[config.mk]
export PLATFORM = sky130hd
export DESIGN_NAME = charge_controller
export DESIGN_NICKNAME = d
export VERILOG_FILES = /design/src/rtl/bms_pkg.sv /design/src/rtl/charge_safety_timer.sv /design/src/rtl/charge_controller.sv
export SDC_FILE = /design/constraint.sdc
export NUM_CORES = 1
export LEC_CHECK = 0
export CORE_MARGIN = 3
export CORE_UTILIZATION = 49
export DETAILED_ROUTE_END_ITERATION = 6
export GPL_TIMING_DRIVEN = 0
export PLACE_DENSITY_LB_ADDON = 0.12
export SLEW_MARGIN = 20
export SYNTH_ARGS = -nofsm -noshare
export SYNTH_HDL_FRONTEND = slang
export SYNTH_SLANG_ARGS = --single-unit
[constraint.sdc]
create_clock -name clk -period 6.05 [get_ports clk]
set_clock_uncertainty 0.2 [all_clocks]
set_input_delay 0.605 -clock clk [delete_from_list [all_inputs] [get_ports clk]]
set_output_delay 0.605 -clock clk [all_outputs]
set_load 0.02 [all_outputs]
[src/rtl/bms_pkg.sv]
// Shared battery-management types: charger FSM states, charge-rate and fault-code encodings.
package bms_pkg;

    typedef enum logic [2:0] {
        ST_IDLE   = 3'd0,
        ST_FAST   = 3'd1,
        ST_TOPOFF = 3'd2,
        ST_FULL   = 3'd3,
        ST_FAULT  = 3'd4
    } chg_state_e;

    typedef enum logic [1:0] {
        RATE_OFF    = 2'b00,
        RATE_TOPOFF = 2'b01,
        RATE_FAST   = 2'b10
    } chg_rate_e;

    typedef enum logic [1:0] {
        FC_NONE       = 2'b00,
        FC_OVERCHARGE = 2'b01,
        FC_TIMEOUT    = 2'b10
    } fault_code_e;

    function automatic chg_rate_e rate_for(input chg_state_e s);
        case (s)
            ST_FAST:   return RATE_FAST;
            ST_TOPOFF: return RATE_TOPOFF;
            default:   return RATE_OFF;
        endcase
    endfunction

endpackage

[src/rtl/charge_safety_timer.sv]
// Per-phase safety timer: restarts on phase entry, counts while enabled, flags when the
// cycle about to complete is the limit-th cycle of the phase.
module charge_safety_timer (
    input  logic        clk,
    input  logic        reset,
    input  logic        restart,
    input  logic        enable,
    input  logic [15:0] limit,
    output logic        expired
);

    logic [15:0] count_q, count_d;

    always_comb begin
        count_d = count_q;
        if (restart) begin
            count_d = '0;
        end else if (enable && (count_q != '1)) begin
            count_d = count_q + 16'd1;
        end
    end

    always_ff @(posedge clk) begin
        if (reset) begin
            count_q <= '0;
        end else begin
            count_q <= count_d;
        end
    end

    // count_q holds completed cycles; the current cycle is number count_q+1
    assign expired = enable && (({1'b0, count_q} + 17'd1) >= {1'b0, limit});

endmodule

[src/rtl/charge_controller.sv]
// Battery charge controller FSM (IDLE/FAST/TOPOFF/FULL/FAULT) with registered outputs.
// Optional safety timeout enabled by defining CHARGE_TIMEOUT_EN.
module charge_controller
    import bms_pkg::*;
#(
    parameter logic [15:0] FAST_TIMEOUT   = 16'd50000,
    parameter logic [15:0] TOPOFF_TIMEOUT = 16'd10000,
    parameter logic [7:0]  FAULT_HOLD     = 8'd100
) (
    input  logic       clk,
    input  logic       reset,
    input  logic       charger_present,
    input  logic       pulse_20,
    input  logic       pulse_80,
    input  logic       pulse_100,
    input  logic       clk_enable,
    input  logic       overcharge_alert,
    input  logic       fault_clear,
    output logic       charge_en,
    output logic [1:0] charge_rate,
    output logic [2:0] state,
    output logic       charge_done,
    output logic       low_batt_warn,
    output logic       fault,
    output logic [1:0] fault_code
);

    chg_state_e  state_q, state_d;
    fault_code_e cause_d, fault_code_q;
    chg_rate_e   charge_rate_q;
    logic        charge_en_q, charge_done_q, fault_q, warn_q, warn_d;
    logic [7:0]  hold_q;
    logic        in_charge, fast_entry, expired_w;

    assign in_charge  = (state_q == ST_FAST) || (state_q == ST_TOPOFF);
    assign fast_entry = (state_d == ST_FAST) && (state_q != ST_FAST);

`ifdef CHARGE_TIMEOUT_EN
    logic        timer_restart;
    logic [15:0] timer_limit;

    assign timer_restart = ((state_d == ST_FAST) || (state_d == ST_TOPOFF)) && (state_d != state_q);
    assign timer_limit   = (state_q == ST_FAST) ? FAST_TIMEOUT : TOPOFF_TIMEOUT;

    charge_safety_timer u_timer (
        .clk     (clk),
        .reset   (reset),
        .restart (timer_restart),
        .enable  (in_charge),
        .limit   (timer_limit),
        .expired (expired_w)
    );
`else
    // Timeout limits are inert in this build; referenced only so both builds share one interface
    assign expired_w = 1'b0 & (|{FAST_TIMEOUT, TOPOFF_TIMEOUT});
`endif

    always_comb begin
        state_d = state_q;
        cause_d = FC_NONE;
        case (state_q)
            ST_IDLE: begin
                if (charger_present && clk_enable && !overcharge_alert) state_d = ST_FAST;
            end
            ST_FAST, ST_TOPOFF, ST_FULL: begin
                if (overcharge_alert) begin
                    state_d = ST_FAULT;
                    cause_d = FC_OVERCHARGE;
                end else if (!charger_present) begin
                    state_d = ST_IDLE;
                end else if (expired_w) begin
                    state_d = ST_FAULT;
                    cause_d = FC_TIMEOUT;
                end else if (state_q == ST_FAST) begin
                    if (pulse_100)     state_d = ST_FULL;
                    else if (pulse_80) state_d = ST_TOPOFF;
                end else if (state_q == ST_TOPOFF) begin
                    if (pulse_100 || !clk_enable) state_d = ST_FULL;
                end else begin
                    if (clk_enable) state_d = ST_TOPOFF;
                end
            end
            ST_FAULT: begin
                if (fault_clear && !overcharge_alert && (hold_q == FAULT_HOLD)) state_d = ST_IDLE;
            end
            default: state_d = ST_IDLE;
        endcase
    end

    always_comb begin
        warn_d = warn_q;
        if (pulse_20)                   warn_d = 1'b1;
        else if (pulse_80 || fast_entry) warn_d = 1'b0;
    end

    // Outputs are decoded from state_d so they match the state entered at this edge
    always_ff @(posedge clk) begin
        if (reset) begin
            state_q       <= ST_IDLE;
            charge_en_q   <= 1'b0;
            charge_rate_q <= RATE_OFF;
            charge_done_q <= 1'b0;
            warn_q        <= 1'b0;
            fault_q       <= 1'b0;
            fault_code_q  <= FC_NONE;
            hold_q        <= '0;
        end else begin
            state_q       <= state_d;
            charge_en_q   <= (state_d == ST_FAST) || (state_d == ST_TOPOFF);
            charge_rate_q <= rate_for(state_d);
            charge_done_q <= (state_d == ST_FULL);
            fault_q       <= (state_d == ST_FAULT);
            warn_q        <= warn_d;
            if (state_d != ST_FAULT)      fault_code_q <= FC_NONE;
            else if (state_q != ST_FAULT) fault_code_q <= cause_d;
            if (state_q != ST_FAULT)      hold_q <= '0;
            else if (hold_q != FAULT_HOLD) hold_q <= hold_q + 8'd1;
        end
    end

    assign state         = state_q;
    assign charge_en     = charge_en_q;
    assign charge_rate   = charge_rate_q;
    assign charge_done   = charge_done_q;
    assign low_batt_warn = warn_q;
    assign fault         = fault_q;
    assign fault_code    = fault_code_q;

endmodule

==> results.md, run 1 <==
* GRT Util Overall at 0.1636
* Worst hold start: low_batt_warn
* Skew-Pair Late Insertion Delay at 0.28 ns
* Power per cell area at 199.5 mW/mm²
* Met1 Track Usage GR at 0.2330
* DRC viols at 0
* Ant diodes at 0
* GPL Wtd Cong at 0.7635
* Flop pwr share at 0.613
* Final setup vio count at 0
* Final ANT Viol Nets at 0
* Wirelength, routed at 1501 µm
* Leakage at 0.0003553 µW
* Most used DFF post-synth: dfxtp_1
* Internal power at 154.3 µW
* Met2 Usage GRT at 0.2256
* Final slew viol count at 0
* Die area at 0.002088 mm²
* Tmin final at 2.152 ns
* Final hold vios at 0
* Area share of the largest cell type after synthesis at 0.4668
* CP peak stage delay at 0.64 ns
* Clock Sinks at 18
* Post-DP HPWL at 1187 µm
* Setup slack, reg-to-reg at 3.94 ns
* Commonest cells post-synth: dfxtp_1, nor2_1, inv_1
* Die Span Y at 45.69 µm
* CTS-repair resized insts at 0
* Core area at 0.001383 mm²
* Part of the cycle the worst path needs at 0.3557
* Cell accounting for the most synthesized area: dfxtp_1
* Status: completed
* Fmax at 464.7 MHz
* Hold Path Class: reg2reg
* Iteration-0 DRC Markers at 5
* Layer with the highest usage: met1
* IO buf count at 18
* Design Power at 198.2 µW
* Number of global-route vias before repair at 551
* Clock power frac at 0.284
* WP data required at 5.24 ns
* H-tree depth at 1
* FF-to-FF End: charge_en
* Synth top area cells: dfxtp_1, nor2_1, xnor2_1, o32ai_4, xor2_1
* CP delay by family, top: buffers and inverters
* Hold path cells at 2
* Die W at 45.69 µm
* Antenna violations before repair at 0
* Comb power frac at 0.103
* Worst-path fanout max at 7
* TritonCTS clock tree: built
* Final setup TNS at 0 ns
* Syn Inst Count at 85
* Crit path DAT at 1.35 ns
* Clk buf depth at 2
* Wirelength per Cell at 12.40 µm
* Worst vdd ir at 0.1557 mV
* Setup crit start kind: flop
* Initial Utilization at 0.5584
* Global route overflow at 0
* IO Pins at 20
* Post-synth cell types at 27
* Mapped Area at 772.0 µm²
* Clock Pin Slew Worst Setup and Hold Paths at 0.09 ns
* Post-synthesis area per instance at 9.082 µm²
* Syn_nets at 96
* Post-CTS Setup Bufs at 0
* Final #Nets at 119
* Row count at 13
* Drt via density at 5.041
* # Max-Cap Violations at 0
* CP max stage cell: clkdlybuf4s50_1
* RSZ-0062 raised after global routing: false
* Layout area overhead at 28.69%
* Ys async rst share at 0
* Count leader, synth: dfxtp_1
* Worst Path Class, Setup: reg2out
* Post-synthesis sequential area ratio at 0.4668
* First-pass GRT wire length at 2401 µm
* CTS Buf Count at 3
* Synth Warn # at 0
* Hold worst-path end: low_batt_warn
* Worst-path cell chain: clkdlybuf4s50_1
* Worst r2r src: hold_q[0]
* Vias at 610
* Largest net degree at the start of global routing at 10
* Sw frac at 0.2216
* CTS Root Cell: clkbuf_4
* Worst Path Buf+Inv at 1
* GRT met3 Usage at 0.03953
* Sw power at 43.93 µW
* # hold bufs at CTS at 0
* Crit path capture type: primary output
* Yosys reg bits at 18
* Worst reg2reg path depth at 8
* Post-synth EDFFs at 0
* DRT Pass-1 Iters at 4
* Share of layout cells above drive strength 1 at 0.05660
-- layout make-up --
type | count | area [µm²]
timing repair buffer | 18 | 180.2
fill | 118 | 389.1
tap | 15 | 18.77
multi-input combinational | 59 | 376.6
buffer | 2 | 12.51
sequential | 18 | 360.3
inverter | 6 | 22.52
clock buffer | 3 | 22.52
-- sequential cells by signal, indices dropped and copies added (netlist names) --
| register | flops |
|---|---|
| charge_done | 1 |
| charge_en | 1 |
| state | 3 |
| fault_code | 1 |
| charge_rate | 2 |
| fault | 1 |
| hold_q | 8 |
| low_batt_warn | 1 |
-- cells by family after synthesis --
logic type               count (synthesis)  share of synthesized area
AND/OR/NAND/NOR                         38                     0.2496
flip-flops                              18                     0.4668
AO/OA/AOI/OAI                           10                     0.1086
buffers and inverters                    8                    0.04538
XOR/XNOR                                 7                    0.07942
adder cells (fa/ha/maj)                  2                    0.03241
other                                    1                   0.004858
multiplexers                             1                    0.01297
-- routing by layer --
layer,part of all wire,up-vias
li1,-,327
met1,0.50,265
met2,0.43,16
met3,0.064,2
met4,0.0087,0
met5,0,-
-- worst max path at each step --
stage / from / end / slack [ns] / cells after the start
floorplan: pulse_100 / charge_en / 4.14 / 4
global placement: pulse_100 / charge_en / 3.65 / 5
detailed placement: pulse_100 / charge_en / 3.61 / 5
CTS: state[2] / state[2] / 3.88 / 1
global route: hold_q[0] / charge_en / 3.78 / 8
finish: state[2] / state[2] / 3.90 / 1
-- per-stage QoR --
step | instances | hold slack (ns) | util | setup WS (ns) | area (µm²)
after floorplan | 85 | 0.2722 | - | 4.136 | 772.0
final | 121 | 0.3043 | 0.7186 | 3.898 | 993.5
after CTS | 121 | 0.3149 | 0.7186 | 3.884 | 993.5
after global placement | 118 | 0.2766 | 0.7023 | 3.645 | 970.9
after global routing | 121 | 0.3748 | 0.7186 | 3.783 | 993.5
after detailed placement | 118 | 0.2923 | 0.7023 | 3.611 | 970.9
-- power by group through the flow --
stage	Combinational [µW]	Sequential [µW]	Clock [µW]
after global placement	20.1	124	0
after global routing	22.2	122	63.4
final	20.5	121	56.3
after CTS	20.7	121	58.7
after detailed placement	20.6	124	0
after floorplan	7.51	126	0
-- worst reg2reg max path: stages (launching register included) --
cell	delay [ns]
dfxtp_1	0.35
inv_1	0.09
ha_1	0.15
nand4_1	0.08
or4_1	0.39
buf_2	0.19
o32ai_4	0.28
nand3b_1	0.16
mux2i_1	0.14
-- cells in the final DEF, fill, tap and decap left out, drive strengths merged --
cell type and count:
a21oi 5, a31oi 1, and2 2, and3 1, buf 2, clkbuf 3
clkdlybuf4s50 18, conb 1, dfxtp 18, ha 2, inv 6, mux2i 1
nand2 2, nand2b 3, nand3 3, nand3b 1, nand4 2, nor2 17
nor2b 1, nor3 2, nor3b 2, o21a 1, o221ai 2, o32ai 1
or4 1, or4b 1, xnor2 4, xor2 3
Power figures use the tool's default switching activity.
==> run 2, diff against run 1 <==
Settings changed: CORE_UTILIZATION 49 to 46.
Clock period 6.05 ns to 2.2 ns, I/O delays scaled along.
==> results.md, run 2 (same netlist as run 1, synthesis figures left out) <==
* IO Pins at 20
* Leakage at 0.0003938 µW
* Die W at 46.97 µm
* IO buf count at 18
* Worst r2r src: hold_q[1]
* Wirelength per Cell at 11.67 µm
* # Max-Cap Violations at 0
* Comb power frac at 0.096
* CTS Root Cell: clkbuf_4
* H-tree depth at 1
* Largest net degree at the start of global routing at 11
* Power per cell area at 559.8 mW/mm²
* Setup crit start kind: flop
* GRT Util Overall at 0.1501
* Clk buf depth at 2
* Drt via density at 5.156
* Final #Nets at 124
* Most frequent cells in the layout: clkdlybuf4s50_1, nor2_1, dfxtp_1
* Status: completed
* Hold path cells at 2
* Final hold vios at 0
* Crit path capture type: flop
* Max reg flops at 8
* Row count at 14
* Iteration-0 DRC Markers at 1
* Global route overflow at 0
* Ant diodes at 0
* Skew-Pair Late Insertion Delay at 0.29 ns
* Wirelength, routed at 1494 µm
* Flop pwr share at 0.564
* Final setup TNS at 0 ns
* Most common cell after layout, fill and taps aside: clkdlybuf4s50_1
* Worst vdd ir at 0.4363 mV
* Design Power at 592.6 µW
* TritonCTS clock tree: built
* Final setup vio count at 0
* GPL Wtd Cong at 0.7342
* Post-DP HPWL at 1094 µm
* Worst hold start: fault_code[0]
* Layout area overhead at 37.12%
* Sw power at 130.6 µW
* Worst Path Class, Setup: reg2reg
* Worst reg2reg path depth at 8
* Number of global-route vias before repair at 620
* Final ANT Viol Nets at 0
* Die area at 0.002206 mm²
* WP data required at 2.22 ns
* Initial Utilization at 0.5008
* Hold Path Class: reg2reg
* Final core area utilization at 0.6867
* First-pass GRT wire length at 2339 µm
* Share of layout cells above drive strength 1 at 0.1429
* FF-to-FF End: charge_en
* Part of the cycle the worst path needs at 0.9528
* Clock power frac at 0.340
* Crit path DAT at 2.12 ns
* Clock Sinks at 18
* Die Span Y at 46.97 µm
* CP peak stage delay at 0.42 ns
* DRT Pass-1 Iters at 3
* Tmin final at 2.096 ns
* Core area at 0.001541 mm²
* Worst-path fanout max at 5
* Fmax at 477.1 MHz
* Sw frac at 0.2204
* Internal power at 462.0 µW
* DRC viols at 0
* Final slew viol count at 0
* Clock Pin Slew Worst Setup and Hold Paths at 0.10 ns
* CP max stage cell: or4_4
* CTS Buf Count at 3
* Hold worst-path end: fault_code[0]
* Setup slack, reg-to-reg at 0.10 ns
* Worst-path cell chain: inv_1 > ha_1 > nand4_1 > or4_4 > buf_6 > o32ai_4 > nand3b_1 > mux2i_1
* Largest register by flop count: hold_q
* Antenna violations before repair at 0
* Vias at 660
[run 2: cell types whose count changed in the layout (fill, tap and decap cells not counted)]
cell and delta:
clkbuf_8 +1, buf_6 +1, inv_1 -1, dfxtp_2 +2, or4_4 +1, inv_2 +1, or4_1 -1, buf_2 -1
buf_4 +5, dfxtp_1 -2
[run 2: stage by stage]
| stage | cells | instance area, µm² | hold WS (ns) | worst slack [ns] |
|---|---|---|---|---|
| after global routing | 128 | 1059 | 0.3410 | -0.005518 |
| after floorplan | 85 | 772.0 | 0.09238 | 0.3086 |
| final | 128 | 1059 | 0.3200 | 0.1038 |
| after CTS | 123 | 1008 | 0.3272 | 0.1073 |
| after global placement | 119 | 972.2 | 0.2814 | 0.1665 |
| after detailed placement | 119 | 972.2 | 0.3083 | 0.1494 |
[run 2: power groups by stage]
stage | logic, µW | registers [µW] | clock network [µW]
2_1_floorplan | 20.6 | 347 | 0
3_3_place_gp | 55.5 | 341 | 0
3_5_place_dp | 56.1 | 342 | 0
4_1_cts | 56.2 | 334 | 209
5_1_grt | 60.9 | 335 | 218
6_report | 56.6 | 334 | 202
[run 2: cell type report]
type                    count  area, µm²
plain buffers               2      18.77
repair buffers             23      217.7
well taps                  16      20.02
flip-flops and latches     18      362.8
clock buffers               4      36.28
multi-input cells          59      380.4
inverters                   6      22.52
fillers                   131      483.0
[run 2: how the worst max path moves through the flow]
stage                   start  slack, ns        end  depth (start not counted)
finish              hold_q[1]       0.10  charge_en                          8
global route        hold_q[1]     -0.006  charge_en                          8
CTS                 hold_q[0]       0.11  charge_en                          8
detailed placement  pulse_100       0.15  charge_en                          5
global placement    hold_q[0]       0.17  charge_en                          8
floorplan           hold_q[0]       0.31  charge_en                          8
[run 2: metal layers]
| metal | track usage | routed length [µm] |
|---|---|---|
| met1 | 0.1519 | 598 |
| met3 | 0.06130 | 67 |
| met5 | 0 | 0 |
| met4 | 0.03315 | 10 |
| met2 | 0.2846 | 818 |
[run 2: critical path, delay by kind of cell (launching register included)]
family          cells  cell delay (ns)
compound gates      1             0.32
simple gates        3             0.65
mux                 1             0.15
fa+ha+maj           1             0.15
flops               1             0.34
buf+inv             2             0.22
[run 2: repair_timing]
item,CTS,global route
hold buffers,0,0
endpoints found under the setup margin,0,1
gates resized for setup,0,7
setup buffers,0,5
==> run 3, diff against run 2 <==
Settings changed: CORE_MARGIN 3 to not set.
==> results.md, run 3 (same netlist as run 1, synthesis figures left out) <==
* Status: completed
* Leakage at 0.0003767 µW
* # Max-Cap Violations at 0
* CTS Root Cell: clkbuf_4
* Part of the cycle the worst path needs at 0.9581
* Design Power at 592.3 µW
* Setup slack, reg-to-reg at 0.09 ns
* Final slew viol count at 0
* Post-route insts no fill at 125
* Drt via density at 5.184
* Die W at 42.97 µm
* Vias at 648
* DRC viols at 0
* Max reg flops at 8
* CP delay by family, top: simple AND/OR/NAND/NOR gates
* Initial Utilization at 0.5008
* Hold WS at 0.3239 ns
* Largest net degree at the start of global routing at 11
* Worst-path fanout max at 6
* Antenna violations before repair at 0
* CP peak stage delay at 0.42 ns
* GPL Wtd Cong at 0.7900
* Layout area overhead at 33.55%
* Row count at 14
* Crit path capture type: flop
* Post-route setup slack at 0.09220 ns
* Iteration-0 DRC Markers at 11
* Clock Sinks at 18
* TritonCTS clock tree: built
* Worst hold start: fault_code[0]
* Global route overflow at 0
* Most frequent cells in the layout: clkdlybuf4s50_1, nor2_1, dfxtp_1
* H-tree depth at 1
* Worst-path cell chain: inv_1 > ha_1 > nand4_1 > or4_1 > buf_6 > o32ai_4 > nand3b_1 > mux2i_1
* Wirelength, routed at 1420 µm
* Worst Path Buf+Inv at 2
* WP data required at 2.23 ns
* Fmax at 474.4 MHz
* Worst r2r src: hold_q[0]
* Clock Pin Slew Worst Setup and Hold Paths at 0.10 ns
* Core area at 0.001541 mm²
* Largest register by flop count: hold_q
* Final #Nets at 121
* Final setup vio count at 0
* Post-DP HPWL at 1052 µm
* Ant diodes at 0
* DRT Pass-1 Iters at 5
* CTS Buf Count at 3
* Share of layout cells above drive strength 1 at 0.1009
* DP Cell Count at 119
* Skew-Pair Late Insertion Delay at 0.29 ns
* Worst Path Class, Setup: reg2reg
* Tmin final at 2.108 ns
* Final ANT Viol Nets at 0
* Clk buf depth at 2
* Power per cell area at 574.5 mW/mm²
* Worst vdd ir at 0.5175 mV
* Setup crit start kind: flop
* Most common cell after layout, fill and taps aside: clkdlybuf4s50_1
* Final hold vios at 0
* Die Span Y at 42.97 µm
* Die area at 0.001846 mm²
* Crit path DAT at 2.13 ns
* DP Worst Slack at 0.1520 ns
* IO Pins at 20
* First-pass GRT wire length at 2435 µm
* CP startpoint: hold_q[0]
* CP max stage cell: or4_1
* Number of global-route vias before repair at 610
* Wirelength per Cell at 11.36 µm
* GRT Util Overall at 0.1803
* IO buf count at 18
* Final core area utilization at 0.6688
* Hold Path Class: reg2reg
run 3: cell types whose count changed in the layout (fill, tap and decap cells not counted), sizes merged:
cell  previous run  this run
buf              7         4
run 3: cell type report:
cell class / instances / area (µm²)
well taps: 16 / 20.02
inverters: 6 / 22.52
flip-flops and latches: 18 / 361.6
multi-input cells: 59 / 376.6
fillers: 127 / 510.5
plain buffers: 2 / 18.77
clock buffers: 4 / 36.28
repair buffers: 20 / 195.2
run 3: through the flow:
stage	instance area, µm²	TNS (ns)
4_1_cts	1008	0
3_3_place_gp	972.2	0
2_1_floorplan	772.0	0
3_5_place_dp	972.2	0
6_report	1031	0
5_1_grt	1031	-0.01738
run 3: metal layers:
metal | vias to the layer above | track usage | routed length (µm) | part of all wire
li1 | 332 | - | - | -
met1 | 299 | 0.1989 | 625 | 0.44
met2 | 15 | 0.3121 | 734 | 0.52
met3 | 2 | 0.06383 | 51 | 0.036
met4 | 0 | 0.07273 | 9 | 0.0063
met5 | - | 0 | 0 | 0
run 3: timing repair:
item,in CTS,in global routing
buffers inserted,0,2
setup endpoints to repair,0,1
gates resized for setup,0,5
hold buffers,0,0
run 3: tightest hold or removal path: cells and delay by family, from the launching register on:
kind             cells  cell delay [ns]
flip-flops           1             0.32
AO/OA/AOI/OAI        1             0.12
AND/OR/NAND/NOR      1             0.05
run 3: final timing paths:
check,endpoint,depth (start not counted)
max,charge_en,8
min,fault_code[0],2
max reg2reg,charge_en,8
min reg2reg,fault_code[0],2
run 3: power breakdown:
| group | switching (µW) | internal, µW |
|---|---|---|
| registers | 3.71 | 331 |
| clock network | 99.3 | 101 |
| logic | 26.3 | 31.6 |
